==> config.mk <==
export PLATFORM = sky130hd
export DESIGN_NAME = alu_seq_ctrl
export DESIGN_NICKNAME = d
export VERILOG_FILES = /design/src/rtl/alu_seq_ctrl_pkg.sv /design/src/rtl/alu_seq_ctrl_btn_debounce.sv /design/src/rtl/alu_seq_ctrl.sv
export SDC_FILE = /design/constraint.sdc
export NUM_CORES = 1
export LEC_CHECK = 0
export BUFFER_PORTS_ARGS = -buffer_cell sky130_fd_sc_hd__clkbuf_2
export CAP_MARGIN = 20
export CORE_ASPECT_RATIO = 1.4
export CORE_MARGIN = 1.5
export CORE_UTILIZATION = 53
export CTS_CLUSTER_SIZE = 24
export DETAILED_ROUTE_END_ITERATION = 6
export HOLD_SLACK_MARGIN = 0.03
export PLACE_DENSITY = 0.85
export RECOVER_POWER = 25
export SETUP_SLACK_MARGIN = 0.05
export SLEW_MARGIN = 20
export SYNTH_ARGS = -nofsm -noshare
export SYNTH_HDL_FRONTEND = slang
export SYNTH_HIERARCHICAL = 1
export SYNTH_SLANG_ARGS = --single-unit
==> constraint.sdc <==
create_clock -name clk -period 4 [get_ports clk]
set_input_delay 0.2 -clock clk [delete_from_list [all_inputs] [get_ports clk]]
set_output_delay 0.2 -clock clk [all_outputs]
set_load 0.01 [all_outputs]
==> src/rtl/alu_seq_ctrl_pkg.sv <==
// Shared types and constants for the ALU front-end sequencer.
// State codes are exported on the board display, so their values are fixed.
package alu_seq_pkg;

   localparam int WIDTH_DEF = 16;
   localparam int OPW_DEF   = 3;

   typedef enum logic [2:0] {
      S_A     = 3'd0,
      S_B     = 3'd1,
      S_OP    = 3'd2,
      S_ISSUE = 3'd3,
      S_WAIT  = 3'd4,
      S_DONE  = 3'd5
   } state_e;

   localparam logic [31:0] OP_MIN       = 32'd0;
   localparam logic [31:0] OP_MAX_LEGAL = 32'd5;
   localparam logic [31:0] OP_RSVD_MIN  = 32'd6;

   // Op selects at or above OP_RSVD_MIN have no ALU meaning and abort the step.
   function automatic logic opIsReserved(input logic [31:0] op);
      return (op >= OP_RSVD_MIN);
   endfunction

endpackage

==> src/rtl/alu_seq_ctrl_btn_debounce.sv <==
// Push-button front end: 2-FF synchronizer, stability counter and rising-edge pulse.
// press_o is a single registered cycle per accepted press.
module btn_debounce #(
   parameter int DB_CYCLES = 4
) (
   input  logic clk,
   input  logic clear,
   input  logic btn_i,
   output logic press_o
);

   localparam int CW = (DB_CYCLES > 1) ? $clog2(DB_CYCLES) : 1;

   logic          sync1_q;
   logic          sync2_q;
   logic          level_q;
   logic          press_q;
   logic [CW-1:0] cnt_q;

   // The level only flips after DB_CYCLES consecutive differing samples; the
   // pulse is raised in the same edge the level rises, so it cannot repeat.
   always_ff @(posedge clk or posedge clear) begin
      if (clear) begin
         sync1_q <= 1'b0;
         sync2_q <= 1'b0;
         level_q <= 1'b0;
         press_q <= 1'b0;
         cnt_q   <= '0;
      end else begin
         sync1_q <= btn_i;
         sync2_q <= sync1_q;
         press_q <= 1'b0;
         if (sync2_q == level_q) begin
            cnt_q <= '0;
         end else if (cnt_q == CW'(DB_CYCLES - 1)) begin
            level_q <= sync2_q;
            press_q <= sync2_q;
            cnt_q   <= '0;
         end else begin
            cnt_q <= cnt_q + CW'(1);
         end
      end
   end

   assign press_o = press_q;

endmodule

==> src/rtl/alu_seq_ctrl.sv <==
// Sequencer for the 16-bit ALU: collects A, B and op on debounced presses,
// issues one start pulse, waits for valid with a timeout and holds the result.
module alu_seq_ctrl
   import alu_seq_pkg::*;
#(
   parameter int WIDTH     = WIDTH_DEF,
   parameter int OPW       = OPW_DEF,
   parameter int DB_CYCLES = 4,
   parameter int TIMEOUT   = 64
) (
   input  logic             clk,
   input  logic             clear,
   input  logic             next,
   input  logic [OPW-1:0]   ms,
   input  logic [WIDTH-1:0] din,
   input  logic             alu_valid,
   input  logic [WIDTH-1:0] alu_result,
   output logic             alu_start,
   output logic [WIDTH-1:0] alu_a,
   output logic [WIDTH-1:0] alu_b,
   output logic [OPW-1:0]   alu_op,
   output logic             done_out,
   output logic             err_out,
   output logic [2:0]       cs_out,
   output logic [WIDTH-1:0] result_out
);

   localparam int TCW = (TIMEOUT > 2) ? $clog2(TIMEOUT) : 1;

   state_e           state_q;
   logic [WIDTH-1:0] opA_q;
   logic [WIDTH-1:0] opB_q;
   logic [OPW-1:0]   opSel_q;
   logic [WIDTH-1:0] result_q;
   logic             err_q;
   logic [TCW-1:0]   tmoCnt_q;
   logic [TCW-1:0]   tmoCnt_d;
   logic             press;

   btn_debounce #(
      .DB_CYCLES(DB_CYCLES)
   ) uDebounce (
      .clk    (clk),
      .clear  (clear),
      .btn_i  (next),
      .press_o(press)
   );

   assign tmoCnt_d = tmoCnt_q + TCW'(1);

   // Presses are only looked at in the collection states and S_DONE, so a
   // press during ISSUE/WAIT is simply dropped; alu_valid only counts in WAIT.
   always_ff @(posedge clk or posedge clear) begin
      if (clear) begin
         state_q  <= S_A;
         opA_q    <= '0;
         opB_q    <= '0;
         opSel_q  <= '0;
         result_q <= '0;
         err_q    <= 1'b0;
         tmoCnt_q <= '0;
      end else begin
         case (state_q)
            S_A: begin
               if (press) begin
                  opA_q   <= din;
                  state_q <= S_B;
               end
            end
            S_B: begin
               if (press) begin
                  opB_q   <= din;
                  state_q <= S_OP;
               end
            end
            S_OP: begin
               if (press) begin
                  opSel_q <= ms;
                  if (opIsReserved(32'(ms))) begin
                     result_q <= '0;
                     err_q    <= 1'b1;
                     state_q  <= S_DONE;
                  end else begin
                     state_q <= S_ISSUE;
                  end
               end
            end
            S_ISSUE: begin
               err_q    <= 1'b0;
               tmoCnt_q <= '0;
               state_q  <= S_WAIT;
            end
            S_WAIT: begin
               if (alu_valid) begin
                  result_q <= alu_result;
                  state_q  <= S_DONE;
               end else if (tmoCnt_q == TCW'(TIMEOUT - 1)) begin
                  err_q   <= 1'b1;
                  state_q <= S_DONE;
               end else begin
                  tmoCnt_q <= tmoCnt_d;
               end
            end
            S_DONE: begin
               if (press) begin
                  state_q <= S_A;
               end
            end
            default: begin
               state_q <= S_A;
            end
         endcase
      end
   end

   assign alu_start  = (state_q == S_ISSUE);
   assign done_out   = (state_q == S_DONE);
   assign cs_out     = state_q;
   assign alu_a      = opA_q;
   assign alu_b      = opB_q;
   assign alu_op     = opSel_q;
   assign err_out    = err_q;
   assign result_out = result_q;

endmodule

# == Yosys cells after proc, flatten, opt, wreduce, memory -nomap -nowiden ==
# Index checks and enable logic that the tools add are counted.
# totals
regBits,67
out_inout_bits,57
# op_classes
muxes,24
eq_ne,18
n_bitwise,1
reduce_logical,12
magnitude_cmp,1
add_sub_neg,2
# ops
cell,n
two-way mux 16 bit,3
one-hot mux 16 bit (2 select lines),1
two-way mux 3 bit,7
one-hot mux 3 bit (6 select lines),1
two-way mux 6 bit,2
one-hot mux 6 bit (2 select lines),1
"inequality test 2 bit, second input constant",5
AND reduction 5 bit,2
"inequality test 2 x 1 -> 1 bit, second input constant",4
AND reduction 2 bit,4
"adder 6 x 1 -> 6 bit, second input constant",1
"equality test 3 x 2 -> 1 bit, second input constant",2
"equality test 3 bit, second input constant",2
"equality test 6 bit, second input constant",1
two-way mux 1 bit,6
two-way mux 2 bit,2
AND reduction 4 bit,1
nonzero test 2 bit,2
"equality test 3 x 1 -> 1 bit, second input constant",1
">= comparator 3 bit, second input constant",1
logical NOT 3 bit,1
"inequality test 3 bit, second input constant",1
one-hot mux 1 bit (3 select lines),1
AND reduction 3 bit,1
other kinds (5),5

# == Logic depth before layout (Yosys ltp) ==
# Gate-level depths: netlist (run 1).
# logic_depth
depth_word,4
depth_mapped,6
depth_no_buf,4

# == Hierarchy ==
# Netlist (run 1), hierarchy kept.
# by_module_without_submodules
mod,cells_each,area_each_um2,instances,seq_area_each_um2
alu_seq_ctrl,180,2504.9,1,1526.5
btn_debounce,13,212.7,1,150.1

# == Worst setup path before layout (run 1) ==
# Ideal clock, no wire load.
# synth_timing
kind,register to register
from,"reg state_q[2], in the netlist cs_out[2]"
to,"reg opB_q[0], in the netlist alu_b[0]"
path_buffers,1
slack_ns,2.297
period_less_slack_ns,1.703
setup_ns,0.125
required_ns,3.875
arrival_ns,1.578
path_stages_with_launch,5
path_cell_list,dfrtp_1 nand2b_1 nor3b_2 buf_4 mux2_2
# synth_between
elab_chain_len,2
# synth_lines
element,line,rtl
start: declaration,alu_seq_ctrl.sv:30,state_e state_q;
start signal: assignment,alu_seq_ctrl.sv:55,state_q <= S_A;
start signal: assignment,alu_seq_ctrl.sv:67,state_q <= S_B;
start signal: assignment,alu_seq_ctrl.sv:73,state_q <= S_OP;
equality test 3 x 1 -> 1 bit,alu_seq_ctrl.sv:63,case (state_q)
AND reduction 2 bit (no line),-,
end signal: assignment,alu_seq_ctrl.sv:72,opB_q <= din;
end: declaration,alu_seq_ctrl.sv:32,logic [WIDTH-1:0] opB_q;
# No other way between the ends.
# A chain may end at the register's enable or synchronous reset.

# == Worst setup path in the final report (run 1) ==
# layout_timing
from,"reg state_q[1], in the netlist cs_out[1]"
to,"reg result_q[12], in the netlist result_out[12]"
# layout_between
elab_chain_len,3
# layout_lines
element,line,rtl
equality test 3 x 2 -> 1 bit or equality test 3 bit (tied branches),alu_seq_ctrl.sv:63,
inequality test 2 bit (no line) (tied with other cells),-,
AND reduction 4 bit (no line),-,
end signal: assignment,alu_seq_ctrl.sv:95,result_q <= alu_result;
end: declaration,alu_seq_ctrl.sv:34,logic [WIDTH-1:0] result_q;
# Several ways; a longest one is shown, not always the timed one.

==> results of run 1 <==
placed cells by master (no fill, tap or decap), types with 3 or more instances in the layout:
cell        instances
a22o_1             16
nor2_1              3
clkbuf_1            8
nand3_1             3
mux2_2             35
clkinvlp_4          3
clkbuf_2           88
inv_1               6
a21oi_1             8
o21ai_0             3
clkbuf_8           10
nand2_1             7
dfrtp_1            67
mux2i_1             3
through the flow:
step | utilization [%] | power, mW | cells | instance area (sq um) | hold slack (ns)
after floorplan | - | 1.528 | 193 | 2718 | -0.009041
after CTS | 70.72 | 2.344 | 363 | 3451 | 0.06734
after global routing | 70.56 | 2.465 | 363 | 3443 | 0.06737
after detailed placement | 66.67 | 1.837 | 345 | 3253 | 0.1274
after global placement | 66.67 | 1.795 | 345 | 3253 | 0.1161
final | 70.56 | 2.313 | 363 | 3443 | 0.08252
cells by family after synthesis:
family	count (synthesis)	synth area share (%)
flops	67	61.69
mux	39	16.02
simple gates	35	8.978
compound gates	34	9.392
buf+inv	15	2.670
fa+ha+maj	2	0.9207
xor+xnor	1	0.3223
state kept, by name (all words and copies together) (netlist names):
name,flops
alu_a,16
uDebounce/press_o,1
cs_out,3
uDebounce/sync1_q,1
err_out,1
alu_op,3
uDebounce/level_q,1
tmoCnt_q,6
uDebounce/sync2_q,1
alu_b,16
uDebounce/cnt_q,2
result_out,16
cell usage after synthesis:
library cell | instances | area share [%]
and3b_2 | 1 | 0.37
o32ai_1 | 1 | 0.32
nor2_1 | 3 | 0.41
and3b_1 | 1 | 0.32
o221ai_1 | 1 | 0.32
nand4b_1 | 1 | 0.32
mux2_1 | 1 | 0.41
buf_4 | 1 | 0.28
buf_2 | 4 | 0.74
nand2_1 | 7 | 0.97
nor3b_1 | 2 | 0.55
a31oi_2 | 1 | 0.46
xnor2_1 | 1 | 0.32
o22ai_1 | 1 | 0.23
dfrtp_1 | 67 | 62
mux2_2 | 35 | 15
a21oi_1 | 8 | 1.5
buf_6 | 1 | 0.41
nor3_2 | 2 | 0.74
mux2i_1 | 3 | 1.1
o211ai_1 | 2 | 0.55
and4bb_2 | 1 | 0.46
or4b_4 | 1 | 0.51
a32oi_1 | 1 | 0.32
and3_1 | 2 | 0.46
or3b_2 | 1 | 0.32
nand3b_1 | 2 | 0.55
and4b_1 | 1 | 0.37
nand3_1 | 3 | 0.55
nor4bb_1 | 1 | 0.37
ha_1 | 2 | 0.92
nand2b_1 | 1 | 0.23
and4_1 | 1 | 0.32
a22o_1 | 16 | 5.2
nor2b_1 | 1 | 0.23
nor3_1 | 1 | 0.18
clkbuf_1 | 3 | 0.41
inv_1 | 6 | 0.83
nor3b_2 | 1 | 0.46
o21ai_0 | 3 | 0.55
or4_1 | 1 | 0.28
power groups by stage:
stage               combinational, mW  clock (mW)  sequential (mW)
floorplan                       0.376           0             1.15
global placement                0.693           0             1.10
detailed placement              0.722           0             1.11
CTS                             0.726       0.513             1.10
global route                    0.782       0.546             1.14
finish                          0.711       0.497             1.11
path summary, 6_finish.rpt:
kind,start,endpoint,cells past startpoint
max,cs_out[1]$_DFFE_PP0P_,result_out[12]$_DFFE_PP0P_,3
min,alu_result[5],result_out[5]$_DFFE_PP0P_,2
max reg2reg,cs_out[1]$_DFFE_PP0P_,result_out[12]$_DFFE_PP0P_,3
min reg2reg,uDebounce/sync1_q$_DFF_PP0_,uDebounce/sync2_q$_DFF_PP0_,0
max in group asynchronous,clear,result_out[12]$_DFFE_PP0P_,4
min in group asynchronous,clear,uDebounce/level_q$_DFFE_PP0P_,3
repair_timing:
| action | in CTS | in global routing |
|---|---|---|
| hold endpoints to repair | 37 | 0 |
| hold buffers | 2 | 0 |
| gates resized for setup | 0 | 0 |
metal layers:
metal  global-route usage (%)  share of wire, %  vias to the layer above
met4                    12.06               1.9                        0
met5                        0                 0                        -
met2                    35.98                54                       60
li1                         -                 -                      913
met1                    26.02                39                      987
met3                    5.784               5.0                        9
cell type report:
type | count | area [sq um]
inverters | 6 | 22.52
repair buffers | 99 | 501.7
clock buffers | 11 | 141.4
multi-input cells | 111 | 984.7
flip-flops and latches | 67 | 1677
fillers | 385 | 1436
clock inverters | 5 | 36.28
well taps | 64 | 80.08
==> summary.md, run 1 <==
| Metric | Value |
|---|---|
| HPWL after DPL | `4053 um` |
| Clk root buf | `clkbuf_8` |
| Clock Sinks | `67` |
| Cells after Synth | `193` |
| Full die area | `0.005572 sq mm` |
| Worst VDD drop | `0.0003930 V` |
| Vias per std cell | `5.424` |
| Clk slew on worst S/H paths | `0.08 ns` |
| Rows | `30` |
| ANT cells | `0` |
| Worst rel slew slack | `23.95%` |
| Status | `complete, no violations` |
| Iteration-0 DRC Markers | `92` |
| CORE AREA | `0.004880 sq mm` |
| Min-Delay Path Class | `input port to flop` |
| First-pass GRT wire length | `9032 um` |
| Clk Latency, worst-skew pair | `0.34 ns` |
| Vias in the first global route | `1888` |
| Vias | `1969` |
| Clock group share of total power | `21.5%` |
| Pint | `1.530 mW` |
| Net Count, Synth | `234` |
| Worst Path Class, Setup | `flop to flop` |
| Yosys Warn Count | `6` |
| Largest net degree at the start of global routing | `32` |
| Worst Path Required | `4.22 ns` |
| Fin crit period | `2.247 ns` |
| R2R Setup Slk | `1.75 ns` |
| Yosys cell types | `41` |
| CP max stage delay | `0.90 ns` |
| Seq cells post-synth | `67` |
| Max Root-Sink Buffers | `2` |
| Die width | `63.52 um` |
| Post-route antenna net violation count | `0` |
| Setup Buffers After CTS | `0` |
| Setup WS pre-CTS | `1.721 ns` |
| GP Congestion | `0.8290` |
| Measured slew at the worst slew-check pin | `1.139 ns` |
| Kind of cell adding the most delay to the critical path | `simple AND/OR/NAND/NOR gates` |
| Final hold violation count | `0` |
| Pleak | `1.793 nW` |
| Avg Synthesized Cell Area | `14.08 sq um` |
| PortBufs | `95` |
| # setup viols final | `0` |
| IO Count | `96` |
| RSZ-0062 raised after global routing | `no` |
| Combinational share of power | `30.7%` |
| CTS tree | `yes` |
| Worst Path Max Fanout | `17` |
| Seq/Total Area, Yosys | `61.69%` |
| Final WL | `5708 um` |
| WL/cell | `15.72 um` |
| WP data arrival | `2.47 ns` |
| Slowest stage cell, crit path | `nor4bb_4` |
| CP endpoint kind | `flop` |
| Flop pwr share | `47.8%` |
| H-tree depth | `3` |
| DRC viols | `0` |
| Initial antenna violation count | `0` |
| # nets final | `335` |
| Max Cap Viol | `0` |
| Die Y | `87.73 um` |
| PwrDens | `671.8 mW/mm^2` |
| Worst path bufs/invs | `0` |
| Grt total ovfl | `0` |
| Cell Chain, Critical Path | `nor4bb_4, a31oi_2, a22o_1` |
| Fin. max-slew vios | `0` |
| Fmax achieved | `445.1 MHz` |
| CTS Buf Count | `9` |
| Sw Pwr | `0.7831 mW` |
| Drt first pass iters | `4` |
| Setup crit start kind | `flop` |
| Final worst-path cycle share | `56.17%` |
| Setup Skew | `0.01122 ns` |
| GRT Overall Usage | `21.76%` |
| Total negative setup slack | `0 ns` |
| Area growth, synth to finish | `26.70%` |
| Ratio of cells with drive above 1 in the final layout | `49.50%` |
| Starting Density | `55.69%` |
| Sw frac | `33.86%` |
| Syn Std Cell Area | `0.002718 sq mm` |
| Final WS setup | `1.753 ns` |
Power figures use the tool's default switching activity.
==> run 2, diff against run 1 <==
Settings changed: CORE_UTILIZATION 53 to 49, PLACE_DENSITY 0.85 to 0.8.
Clock period 4 ns to 2.1 ns, I/O delays scaled along.
==> run 2 against run 1 <==
Compared with the run above: sequential power increased by 86%; fmax is 19% higher; combinational power up 110%; total power rose by 99%; register-to-register slack got worse by 1.5 ns; cell count up 11%; highest routed layer unchanged.
==> summary.md, run 2 (synthesis results as in run 1) <==
| Metric | Value |
|---|---|
| ANT cells | `0 (unchanged)` |
| Most common cell after layout, fill and taps aside | `clkbuf_2` |
| PortBufs | `95 (unchanged)` |
| # setup viols final | `0 (unchanged)` |
| Clock group share of total power | `23.2% (+1.7 points)` |
| Cell Chain, Critical Path | `and4bb_2, a31oi_2, a22o_1` |
| Die width | `65.94 um (+3.8%)` |
| Min-Delay Path Class | `input port to flop` |
| Fin. max-slew vios | `0 (unchanged)` |
| Crit path depth | `3 (unchanged)` |
| Slowest stage cell, crit path | `a31oi_2` |
| Post_cts resized | `0 (unchanged)` |
| Vias per std cell | `5.189 (-4.3%)` |
| R2R cell count | `3 (unchanged)` |
| Worst path bufs/invs | `0 (unchanged)` |
| CORE AREA | `0.005275 sq mm (+8.1%)` |
| Worst VDD drop | `0.0008415 V (+110%)` |
| HPWL after DPL | `4061 um (+0.20%)` |
| RSZ-0062 raised after global routing | `no` |
| Initial antenna violation count | `0 (unchanged)` |
| Final worst-path cycle share | `89.62% (+33 points)` |
| Max Cap Viol | `0 (unchanged)` |
| PwrDens | `1201 mW/mm^2 (+79%)` |
| Worst Path Max Fanout | `16 (-1)` |
| DRC viols | `0 (unchanged)` |
| Die Y | `91.12 um (+3.9%)` |
| Final hold violation count | `0 (unchanged)` |
| Clock Sinks | `67 (unchanged)` |
| # nets final | `373 (+11%)` |
| Max Root-Sink Buffers | `2 (unchanged)` |
| WL/cell | `15.55 um (-1.1%)` |
| GRT Overall Usage | `22.53% (+0.76 points)` |
| Finished Cell Area | `0.003841 sq mm (+12%)` |
| Full die area | `0.006008 sq mm (+7.8%)` |
| Worst rel slew slack | `20.25% (-3.7 points)` |
| Post-route antenna net violation count | `0 (unchanged)` |
| Clk slew on worst S/H paths | `0.07 ns (about the same)` |
| Clk Latency, worst-skew pair | `0.35 ns (about the same)` |
| WP data arrival | `2.15 ns (-0.32 ns)` |
| Flop pwr share | `44.9% (-2.9 points)` |
| CP max stage delay | `0.69 ns (-0.21 ns)` |
| H-tree depth | `3 (unchanged)` |
| Final WL | `6267 um (+9.8%)` |
| CTS tree | `yes` |
| Fmax achieved | `531.4 MHz (+19%)` |
| Setup Skew | `0.01009 ns (-0.001134 ns)` |
| Kind of cell adding the most delay to the critical path | `compound AO/OA/AOI/OAI gates` |
| Status | `complete, no violations` |
| Largest net degree at the start of global routing | `32 (unchanged)` |
| Fin crit period | `1.882 ns (-0.3647 ns)` |
| Grt total ovfl | `0 (unchanged)` |
| Combinational share of power | `32.0% (+1.3 points)` |
| Worst Path Class, Setup | `flop to flop` |
| Vias in the first global route | `2176 (+15%)` |
| Sw Pwr | `1.525 mW (+95%)` |
| Sw frac | `33.04% (-0.81 points)` |
| Drt first pass iters | `4 (unchanged)` |
| First-pass GRT wire length | `10090 um (+12%)` |
| Total negative setup slack | `0 ns (unchanged)` |
| Starting Density | `51.52% (-4.2 points)` |
| Most frequent cells in the layout | `clkbuf_2 (86), dfrtp_1 (67), mux2_2 (35), dlygate4sd3_1 (35), a22o_1 (16)` |
| GP Congestion | `0.7819 (-5.7%)` |
| Area growth, synth to finish | `41.34%` |
| Cell area after placement | `0.003306 sq mm (+1.6%)` |
| Setup crit start kind | `flop` |
| Pint | `3.089 mW (+100%)` |
| Worst Hold Depth | `2 (unchanged)` |
| Vias | `2091 (+6.2%)` |
| CTS Buf Count | `9 (unchanged)` |
| Pleak | `1.971 nW (+10%)` |
| Iteration-0 DRC Markers | `116 (+26%)` |
| CP endpoint kind | `flop` |
| Worst Path Required | `2.37 ns (-1.85 ns)` |
| IO Count | `96 (unchanged)` |
| Fillers | `369 (-4.2%)` |
| Ratio of cells with drive above 1 in the final layout | `45.10% (-4.4 points)` |
| Clk root buf | `clkbuf_8` |
| Measured slew at the worst slew-check pin | `1.195 ns (+0.05553 ns)` |
| Rows | `31 (+3.3%)` |
-- run 2: cell count changes in the layout (fill, tap and decap cells not counted), sizes merged --
cell / previous run / this run
clkinvlp: 3 / 2
clkbuf: 106 / 105
bufinv: 0 / 1
clkinv: 1 / 2
dlygate4sd3: 2 / 35
buf: 2 / 7
-- run 2: path summary, 6_finish.rpt --
check                                            start                            to  slack (ns)
max                              cs_out[2]$_DFFE_PP0P_     result_out[9]$_DFFE_PP0P_        0.22
min in group asynchronous                        clear  uDebounce/cnt_q[0]$_DFF_PP0_        0.21
max in group asynchronous                        clear          alu_b[4]$_DFFE_PP0P_        0.73
max reg2reg                      cs_out[2]$_DFFE_PP0P_     result_out[9]$_DFFE_PP0P_        0.22
min                                              ms[2]         alu_op[2]$_DFFE_PP0P_        0.06
min reg2reg                uDebounce/sync1_q$_DFF_PP0_   uDebounce/sync2_q$_DFF_PP0_        0.37
-- run 2: layer usage --
layer / track usage [%] / vias to the layer above / wire length, um
met1: 25.31 / 1029 / 2478
met3: 6.444 / 11 / 266
met5: 0 / - / 0
met2: 38.38 / 61 / 3388
li1: - / 990 / -
met4: 10.88 / 0 / 134
-- run 2: layout make-up --
class	instances	area, sq um	area share [%]
clock buffers	10	137.6	3.583
multi-input cells	111	978.4	25.47
repair buffers	137	879.6	22.90
flip-flops and latches	67	1677	43.65
well taps	66	82.58	2.150
inverters	6	22.52	0.5863
clock inverters	6	63.81	1.661
-- run 2: stage by stage --
stage	utilization [%]	instances	total power [mW]	worst slack (ns)	hold slack, ns
finish	72.82	403	4.614	0.2181	0.06156
global route	72.82	403	4.892	0.1301	0.06817
CTS	73.13	403	4.650	0.2523	0.05200
global placement	62.67	352	3.450	0.3875	0.03353
detailed placement	62.67	352	3.523	0.2799	0.03367
floorplan	-	193	2.910	0.3967	-0.1040
-- run 2: repair_timing --
| item | CTS | global route |
|---|---|---|
| buffers inserted | 0 | 0 |
| hold endpoints to repair | 86 | 0 |
| hold buffers | 35 | 0 |
-- run 2: worst reg2reg max path: stages, from the launching register on --
cell	delay [ns]
dfrtp_1	0.55
and4bb_2	0.32
a31oi_2	0.69
a22o_1	0.26
-- run 2: power by group through the flow --
stage	registers [mW]	clock network [mW]	logic, mW
6_report	2.07	1.07	1.47
5_1_grt	2.13	1.15	1.61
3_5_place_dp	2.08	0	1.44
3_3_place_gp	2.07	0	1.38
2_1_floorplan	2.19	0	0.715
4_1_cts	2.06	1.09	1.50
==> run 3, diff against run 2 <==
Settings changed: MAX_ROUTING_LAYER set to met4.
==> run 3 against run 2 <==
Compared with the run above: routed wire length rose by 0.14%; register-to-register slack barely moved; global-route usage rose by 0.62 points; via count fell by 0.24%; utilization did not move; combinational power barely moved; fmax rose by 0.67%; largest power group unchanged; highest routed layer unchanged; largest cell class unchanged.
==> summary.md, run 3 (synthesis results as in run 1) <==
| Metric | Value |
|---|---|
| Status | `complete, no violations` |
| Clock Sinks | `67 (unchanged)` |
| H-tree depth | `3 (unchanged)` |
| Iteration-0 DRC Markers | `130 (+12%)` |
| Fmax achieved | `534.9 MHz (+0.67%)` |
| PortBufs | `95 (unchanged)` |
| Max Root-Sink Buffers | `2 (unchanged)` |
| Final worst-path cycle share | `89.02% (-0.60 points)` |
| Max Cap Viol | `0 (unchanged)` |
| HPWL after DPL | `4061 um (unchanged)` |
| FF/Latch Area | `0.001677 sq mm (unchanged)` |
| Worst hold path endpoint | `alu_op[2]$_DFFE_PP0P_` |
| Most frequent cells in the layout | `clkbuf_2 (86), dfrtp_1 (67), mux2_2 (35), dlygate4sd3_1 (35), a22o_1 (16)` |
| WL/cell | `15.57 um (+0.14%)` |
| Worst Path Class, Setup | `flop to flop` |
| Worst R2R Start | `cs_out[2]$_DFFE_PP0P_` |
| IO Count | `96 (unchanged)` |
| Dpl cells | `352 (unchanged)` |
| Final Non-Filler Cells | `403 (unchanged)` |
| Finished Cell Area | `0.003841 sq mm (unchanged)` |
| Worst Path Required | `2.37 ns (about the same)` |
| GP Congestion | `0.7927 (+1.4%)` |
| CTS tree | `yes` |
| Die width | `65.94 um (unchanged)` |
| Rows | `31 (unchanged)` |
| Final hold violation count | `0 (unchanged)` |
| Die Y | `91.12 um (unchanged)` |
| Setup Skew | `0.01030 ns (+0.0002145 ns)` |
| Min-Delay Path Class | `input port to flop` |
| Area growth, synth to finish | `41.34% (unchanged)` |
| Pleak | `1.971 nW (unchanged)` |
| Post_cts resized | `0 (unchanged)` |
| CP max stage delay | `0.68 ns (about the same)` |
| Ratio of cells with drive above 1 in the final layout | `45.10% (unchanged)` |
| Setup crit start kind | `flop` |
| Worst rel slew slack | `20.57% (+0.33 points)` |
| Final WL | `6276 um (+0.14%)` |
| Final Core Density | `72.82% (unchanged)` |
| Vias per std cell | `5.176 (-0.24%)` |
| Area occupied by multi-input gates | `978.4 sq um (unchanged)` |
| ANT cells | `0 (unchanged)` |
| Clk root buf | `clkbuf_8` |
| Drt first pass iters | `4 (unchanged)` |
| Worst Path Max Fanout | `16 (unchanged)` |
| Clk Latency, worst-skew pair | `0.35 ns (about the same)` |
| Full die area | `0.006008 sq mm (unchanged)` |
| DRC viols | `0 (unchanged)` |
| Grt total ovfl | `0 (unchanged)` |
| # nets final | `373 (unchanged)` |
| Fin. max-slew vios | `0 (unchanged)` |
| Worst VDD drop | `0.0008412 V (about the same)` |
| RSZ-0062 raised after global routing | `no` |
| CP endpoint kind | `flop` |
| PwrDens | `1202 mW/mm^2 (about the same)` |
| Vias | `2086 (-0.24%)` |
| GRT Overall Usage | `23.15% (+0.62 points)` |
| Most common cell after layout, fill and taps aside | `clkbuf_2` |
| HP Start | `ms[2]` |
| R2R cell count | `3 (unchanged)` |
| Worst Hold Depth | `2 (unchanged)` |
| Largest net degree at the start of global routing | `32 (unchanged)` |
| Measured slew at the worst slew-check pin | `1.190 ns (-0.004907 ns)` |
| Slowest stage cell, crit path | `a31oi_2` |
| Starting Density | `51.52% (unchanged)` |
| CORE AREA | `0.005275 sq mm (unchanged)` |
| # setup viols final | `0 (unchanged)` |
| Vias in the first global route | `2183 (+0.32%)` |
| Final Power | `4.616 mW (about the same)` |
| Critical R2R Capture | `result_out[9]$_DFFE_PP0P_` |
| Total negative setup slack | `0 ns (unchanged)` |
| Cell area after placement | `0.003306 sq mm (unchanged)` |
| Fin crit period | `1.869 ns (-0.01254 ns)` |
| Cell Chain, Critical Path | `and4bb_2, a31oi_2, a22o_1` |
| First-pass GRT wire length | `10080 um (-0.14%)` |
| CTS Buf Count | `9 (unchanged)` |
| Post-route antenna net violation count | `0 (unchanged)` |
| WP data arrival | `2.14 ns (about the same)` |
| Initial antenna violation count | `0 (unchanged)` |
| Clk slew on worst S/H paths | `0.07 ns (about the same)` |
| R2R Setup Slk | `0.23 ns (about the same)` |
| Fillers | `369 (unchanged)` |
-- run 3: metrics by stage --
stage / hold slack, ns / worst slack (ns)
3_5_place_dp: 0.03367 / 0.2799
5_1_grt: 0.06818 / 0.1343
2_1_floorplan: -0.1040 / 0.3967
3_3_place_gp: 0.03353 / 0.3875
4_1_cts: 0.05200 / 0.2523
6_report: 0.06106 / 0.2306
-- run 3: worst max-delay path, delay by kind of cell, from the launching register on --
kind / cells / cell delay, ns
AOI/OAI and AO/OA: 2 / 0.93
DFF: 1 / 0.55
and+or+nand+nor: 1 / 0.31
-- run 3: report_power, final --
part / internal, mW / leakage (nW) / switching [mW]
sequential: 1.74 / 0.871 / 0.332
combinational: 0.770 / 1.00 / 0.704
clock: 0.580 / 0.0987 / 0.490
-- run 3: final cells by class --
class	instances	share of cell area [%]
clock buffer	10	3.583
multi-input combinational	111	25.47
timing repair buffer	137	22.90
tap	66	2.150
inverter	6	0.5863
clock inverter	6	1.661
sequential	67	43.65
-- run 3: per-layer routing --
layer  part of all wire (%)  routed length [um]  track usage (%)
met2                     54                3370            38.55
met1                     40                2488            25.15
met3                    4.3                 273            6.444
met5                      0                   0                -
met4                    2.3                 144            10.88
-- run 3: repair_timing --
item	CTS	global route
setup buffers	0	0
hold endpoints to repair	86	0
hold buffers	35	0
-- run 3: how the worst max path moves through the flow --
| stage | startpoint | to | slack [ns] | depth (start not counted) |
|---|---|---|---|---|
| after floorplan | cs_out[2]$_DFFE_PP0P_ | alu_b[0]$_DFFE_PP0P_ | 0.40 | 4 |
| after global placement | cs_out[2]$_DFFE_PP0P_ | result_out[8]$_DFFE_PP0P_ | 0.39 | 3 |
| after detailed placement | cs_out[2]$_DFFE_PP0P_ | result_out[7]$_DFFE_PP0P_ | 0.28 | 3 |
| after CTS | cs_out[2]$_DFFE_PP0P_ | result_out[7]$_DFFE_PP0P_ | 0.25 | 3 |
| after global routing | cs_out[2]$_DFFE_PP0P_ | result_out[9]$_DFFE_PP0P_ | 0.13 | 3 |
| final | cs_out[2]$_DFFE_PP0P_ | result_out[9]$_DFFE_PP0P_ | 0.23 | 3 |
